**src/rtl/rv_acc_pkg.sv**
```systemverilog
// rv_acc_pkg: shared Q(IW).(FW) formats, accumulator width, saturation bounds and FSM states
package rv_acc_pkg;
  localparam int IW = 24;
  localparam int FW = 8;
  localparam int DW = IW + FW;
  localparam int GW = 6;
  localparam int AW = DW + GW;
  typedef logic signed [DW-1:0] fx_t;
  typedef logic signed [AW-1:0] acc_t;
  localparam fx_t SAT_MAX = {1'b0, {(DW-1){1'b1}}};
  localparam fx_t SAT_MIN = {1'b1, {(DW-1){1'b0}}};
  typedef enum logic {IDLE, ACC} state_t;
endpackage

```
**src/rtl/psum_sat_relu.sv**
```systemverilog
// psum_sat_relu: one lane of bias add, optional ReLU and saturation to DW bits
//   sum     in  AW-bit accumulated partial sum
//   bias    in  DW-bit signed bias
//   relu_en in  clamp negative results to zero
//   res     out DW-bit saturated result
module psum_sat_relu
  import rv_acc_pkg::*;
(
  input  acc_t sum,
  input  fx_t  bias,
  input  logic relu_en,
  output fx_t  res
);
  acc_t r, c;
  always_comb begin
    r = sum + acc_t'(bias);
    c = (relu_en && r[AW-1]) ? '0 : r;
    res = (c > acc_t'(SAT_MAX)) ? SAT_MAX : (c < acc_t'(SAT_MIN)) ? SAT_MIN : c[DW-1:0];
  end
endmodule

```
**src/rtl/psum_accum.sv**
```systemverilog
// psum_accum: accumulates pe3x3 partial-sum beats per group, adds bias, ReLU/saturates, valid/ready output
//   clk, rst_n            clock, synchronous active-low reset
//   psum_i/valid/last     input beat, OUTPUT_NUM signed DW-bit lanes
//   psum_ready_o          beat can be accepted (output slot free or draining)
//   bias_i, relu_en_i     sampled on the accepted last beat
//   res_o/valid/ready     result slot handshake
//   err_o                 sticky: a group ran past MAX_ACC beats
module psum_accum
  import rv_acc_pkg::*;
#(
  parameter int OUTPUT_NUM = 9,
  parameter int MAX_ACC    = 64
) (
  input  logic                       clk,
  input  logic                       rst_n,
  input  logic [OUTPUT_NUM*DW-1:0]   psum_i,
  input  logic                       psum_valid_i,
  input  logic                       psum_last_i,
  output logic                       psum_ready_o,
  input  logic [DW-1:0]              bias_i,
  input  logic                       relu_en_i,
  output logic [OUTPUT_NUM*DW-1:0]   res_o,
  output logic                       res_valid_o,
  input  logic                       res_ready_i,
  output logic                       err_o
);
  localparam int CW = $clog2(MAX_ACC + 1);
  state_t state, state_n;
  logic [CW-1:0] beat_cnt;
  acc_t acc [OUTPUT_NUM];
  acc_t sum [OUTPUT_NUM];
  logic [OUTPUT_NUM*DW-1:0] res_n;
  logic accept;
  assign psum_ready_o = ~res_valid_o | res_ready_i;
  assign accept = psum_valid_i & psum_ready_o;
  always_comb state_n = accept ? (psum_last_i ? IDLE : ACC) : state;
  for (genvar k = 0; k < OUTPUT_NUM; k++) begin : g_lane
    fx_t p;
    assign p = psum_i[k*DW +: DW];
    // the first beat of a group starts from zero rather than the stored accumulator
    assign sum[k] = ((state == IDLE) ? '0 : acc[k]) + acc_t'(p);
    psum_sat_relu u_sat (
      .sum    (sum[k]),
      .bias   (bias_i),
      .relu_en(relu_en_i),
      .res    (res_n[k*DW +: DW])
    );
  end
  always_ff @(posedge clk) begin
    if (!rst_n) begin
      state       <= IDLE;
      beat_cnt    <= '0;
      res_o       <= '0;
      res_valid_o <= 1'b0;
      err_o       <= 1'b0;
      for (int i = 0; i < OUTPUT_NUM; i++) acc[i] <= '0;
    end else begin
      state <= state_n;
      if (res_ready_i) res_valid_o <= 1'b0;
      if (accept && psum_last_i) begin
        res_o       <= res_n;
        res_valid_o <= 1'b1;
        beat_cnt    <= '0;
        for (int i = 0; i < OUTPUT_NUM; i++) acc[i] <= '0;
      end else if (accept) begin
        for (int i = 0; i < OUTPUT_NUM; i++) acc[i] <= sum[i];
        if (beat_cnt != CW'(MAX_ACC)) beat_cnt <= beat_cnt + CW'(1);
        if (beat_cnt == CW'(MAX_ACC - 1)) err_o <= 1'b1;
      end
    end
  end
endmodule

```
**config.mk**
```make
export PLATFORM = sky130hd
export DESIGN_NAME = psum_accum
export DESIGN_NICKNAME = d
export VERILOG_FILES = /design/src/rtl/rv_acc_pkg.sv /design/src/rtl/psum_sat_relu.sv /design/src/rtl/psum_accum.sv
export SDC_FILE = /design/constraint.sdc
export NUM_CORES = 2
export LEC_CHECK = 0
export CORE_MARGIN = 4
export CORE_UTILIZATION = 60
export DETAILED_ROUTE_END_ITERATION = 12
export DONT_BUFFER_PORTS = 1
export HOLD_SLACK_MARGIN = 0.08
export PLACE_DENSITY = 0.76
export SLEW_MARGIN = 20
export SYNTH_ARGS = -nofsm -noshare
export SYNTH_HDL_FRONTEND = slang
export SYNTH_SLANG_ARGS = --single-unit
```
**constraint.sdc**
```tcl
create_clock -name clk -period 16.9 [get_ports clk]
set_input_delay 0.845 -clock clk [delete_from_list [all_inputs] [get_ports clk]]
set_output_delay 0.845 -clock clk [all_outputs]
set_load 0.02 [all_outputs]
```
==> summary.txt <==
Core Rows -> 114
Worst path top cell family by delay -> compound AO/OA/AOI/OAI gates
Residual DRC -> 0
Worst R2R Setup Slack -> 8.36 ns
Ys Warns -> 0
fin. max-slew vios -> 0
Slowest cell on crit path -> o41a_1
Worst EP arrival -> 9.14 ns
max-cap violations -> 0
CTS resizes -> 0
Cell variety after synth -> 94
clock sink count -> 640
global placer's final weighted congestion -> 0.964
Post-DRT Antenna Nets -> 0
CP peak stage delay -> 0.88 ns
Nets -> 7891
Hold Startpoint -> relu_en_i
critical path capture point type -> flop
worst-case reg-to-reg path depth -> 31
Lkg Pwr -> 0.0284 uW
Final WS setup -> 8.36 ns
pin count of the biggest net entering global routing -> 235
Slew HR -> 15.1%
routed via count -> 53600
Seq/Total Area, Yosys -> 27.5%
RSZ-0062 raised after global routing -> false
worst skew pair latency -> 0.67 ns
share of post-route cells with drive strength above 1 -> 3.85%
CTS buffer count -> 79
initial antenna violation count -> 47
Post-Route Setup TNS -> 0 ns
Crit path buffers/inverters -> 2
cell count after synthesis -> 7012
Synth Flop Type -> edfxtp_1
Pre-antenna DRT Iters -> 8
first-pass GRT wire length -> 294000 um
R2R Path Start -> state
# hold bufs at CTS -> 0
Avg Cell Area, Syn -> 8.43 um2
clock slew at the register clock pins of the worst setup and hold paths -> 0.06 ns
GR Util met1 -> 46.4%
Tot Pwr -> 5970 uW
Max clock buf depth -> 3
number of port buffers -> 0
FF-to-FF End -> res_o[264]
met3 Use GR -> 9.12%
pre-CTS WS -> 8.59 ns
wirelength, routed -> 197000 um
Routed wire per std cell -> 23.9 um
hold path cells -> 1
Non-Filler Instances -> 8260
vias in the first global route -> 49700
Final setup violation count -> 0
Slew @ Worst Pin -> 1.27 ns
Max rail drop VDD -> 0.0000868 V
fin crit share -> 50.6%
pwr dens -> 95.0 nW/um2
Post-synth EDFFs -> 342
GRT Total Usage -> 36.4%
Die H -> 322 um
chip width -> 322 um
worst hold endpoint -> res_o[63]
CP max FO -> 185
number of setup buffers added after CTS -> 0
synthesized area -> 59100 um2
I/O pin count -> 617
# H-tree levels -> 3
1st-iter DRT viols -> 5370
initial core utilization -> 60.8%
syn_nets -> 8033
ys async rst share -> 0%
register bit total from synthesis -> 640
area grow syn2layout -> 6.26%
CTS tree -> yes
Clock Skews -> 0.0222 ns
status -> complete, no violations
core area -> 97300 um2
fmax -> 117 MHz
Post-Place Cells -> 8064
Die Area -> 104000 um2
type of the most critical hold path -> primary input to flop
WP data required -> 17.50 ns
DP HPWL -> 143000 um
M2 GR Usage -> 56.7%
Crit Path Class -> flop to flop
grt ovf -> 0
crit start category -> flop
routed vias/inst -> 6.49
worst hold margin -> 0.304 ns
number of failing hold endpoints at the final stage -> 0
Tmin final -> 8.54 ns
Root Buffer -> clkbuf_16
GR peak layer -> met2
-- per-stage QoR --
| stage | cell area [um2] | utilization (%) |
|---|---|---|
| floorplan | 59100 | - |
| global placement | 60100 | 61.8 |
| detailed placement | 60100 | 61.8 |
| CTS | 62700 | 64.5 |
| global route | 62800 | 64.5 |
| finish | 62800 | 64.6 |
-- per-layer routing --
layer | wire length (um) | share of wire [%] | vias to the layer above
li1 | - | - | 25500
met1 | 79500 | 40 | 25400
met4 | 11300 | 5.7 | 12
met2 | 86900 | 44 | 2219
met3 | 19400 | 9.8 | 469
met5 | 69 | 0.035 | -
-- logic make-up (layout without fill, tap and decap cells) --
kind of cell	Yosys count	count (layout)	share of synthesized area, %
fa+ha+maj	695	695	14.9
flops	640	640	27.5
xor+xnor	599	599	8.97
compound gates	2308	2308	24.9
other cells	0	48	0
mux	11	11	0.188
simple gates	2307	2307	20.6
buf+inv	452	376	2.96
-- sequential cells by signal (all words and copies together) (netlist names) --
name,flops
state,1
beat_cnt,7
res_o,288
acc,342
err_o,1
res_valid_o,1
-- cell usage after synthesis (72+ instances only) --
cell type	n	area share, %
nand4_1	72	0.76
o21ai_0	477	4.0
a21oi_1	694	5.9
a31oi_1	72	0.76
xnor2_1	386	5.7
nor3_1	133	1.1
a21o_1	403	5.1
nor2_1	378	2.4
ha_1	677	14
dfxtp_1	298	10
nand2b_1	147	1.6
xor2_1	209	3.1
o21a_1	81	1.0
and2_1	676	7.2
nor2b_1	85	0.90
nand2_1	451	2.9
inv_1	195	1.2
nand3_1	131	1.1
edfxtp_1	342	17
o21bai_1	94	1.2
o22ai_1	77	0.81
clkbuf_1	216	1.4
-- where the power goes --
group,internal [uW],switching (uW)
Combinational,843,1280
Sequential,1810,269
Clock,1020,741
Total,3680,2290
-- cells in the final DEF, fill, tap and decap left out, types with 31 or more instances in the layout --
cell	Yosys	routed
a211oi_1	55	55
a21o_1	403	403
a21oi_1	694	692
a221o_1	38	38
a31oi_1	72	72
and2_1	676	676
and3_1	60	59
buf_4	4	31
clkbuf_16	0	85
dfxtp_1	298	297
diode_2	0	48
edfxtp_1	342	342
ha_1	677	677
inv_1	195	195
nand2_1	451	449
nand2b_1	147	147
nand3_1	131	131
nand4_1	72	72
nor2_1	378	377
nor2b_1	85	83
nor3_1	133	133
o21a_1	81	81
o21ai_0	477	477
o21bai_1	94	93
o22ai_1	77	76
o32ai_1	33	33
or2_2	34	34
or3_1	33	33
xnor2_1	386	386
xor2_1	209	209
-- worst reg2reg max path: cells and delay by family (launching register included) --
family | cells | cell delay [ns]
AOI/OAI and AO/OA | 18 | 4.42
xor gates and xnor gates | 3 | 0.61
adders and majority gates | 3 | 0.91
buffers and inverters | 2 | 0.61
DFF | 1 | 0.66
and+or+nand+nor | 5 | 1.27
-- area by class of cell --
cell class	count	area (um2)
clock buffers	112	2320
clock inverters	35	305
multi-input cells	5920	41300
flip-flops and latches	640	16200
diodes	48	120
inverters	195	732
well taps	1276	1600
repair buffers	34	284
fillers	8388	34400
-- how the worst max path moves through the flow --
stage	depth (start not counted)	start	slack, ns	endpoint
CTS	31	state	8.53	res_o[264]
finish	31	state	8.36	res_o[264]
detailed placement	31	state	8.59	res_o[264]
floorplan	4	rst_n	7.26	acc[0][0]
global route	31	state	7.71	res_o[266]
global placement	31	state	8.78	res_o[285]
No activity file was read; power rests on OpenSTA's default activity.
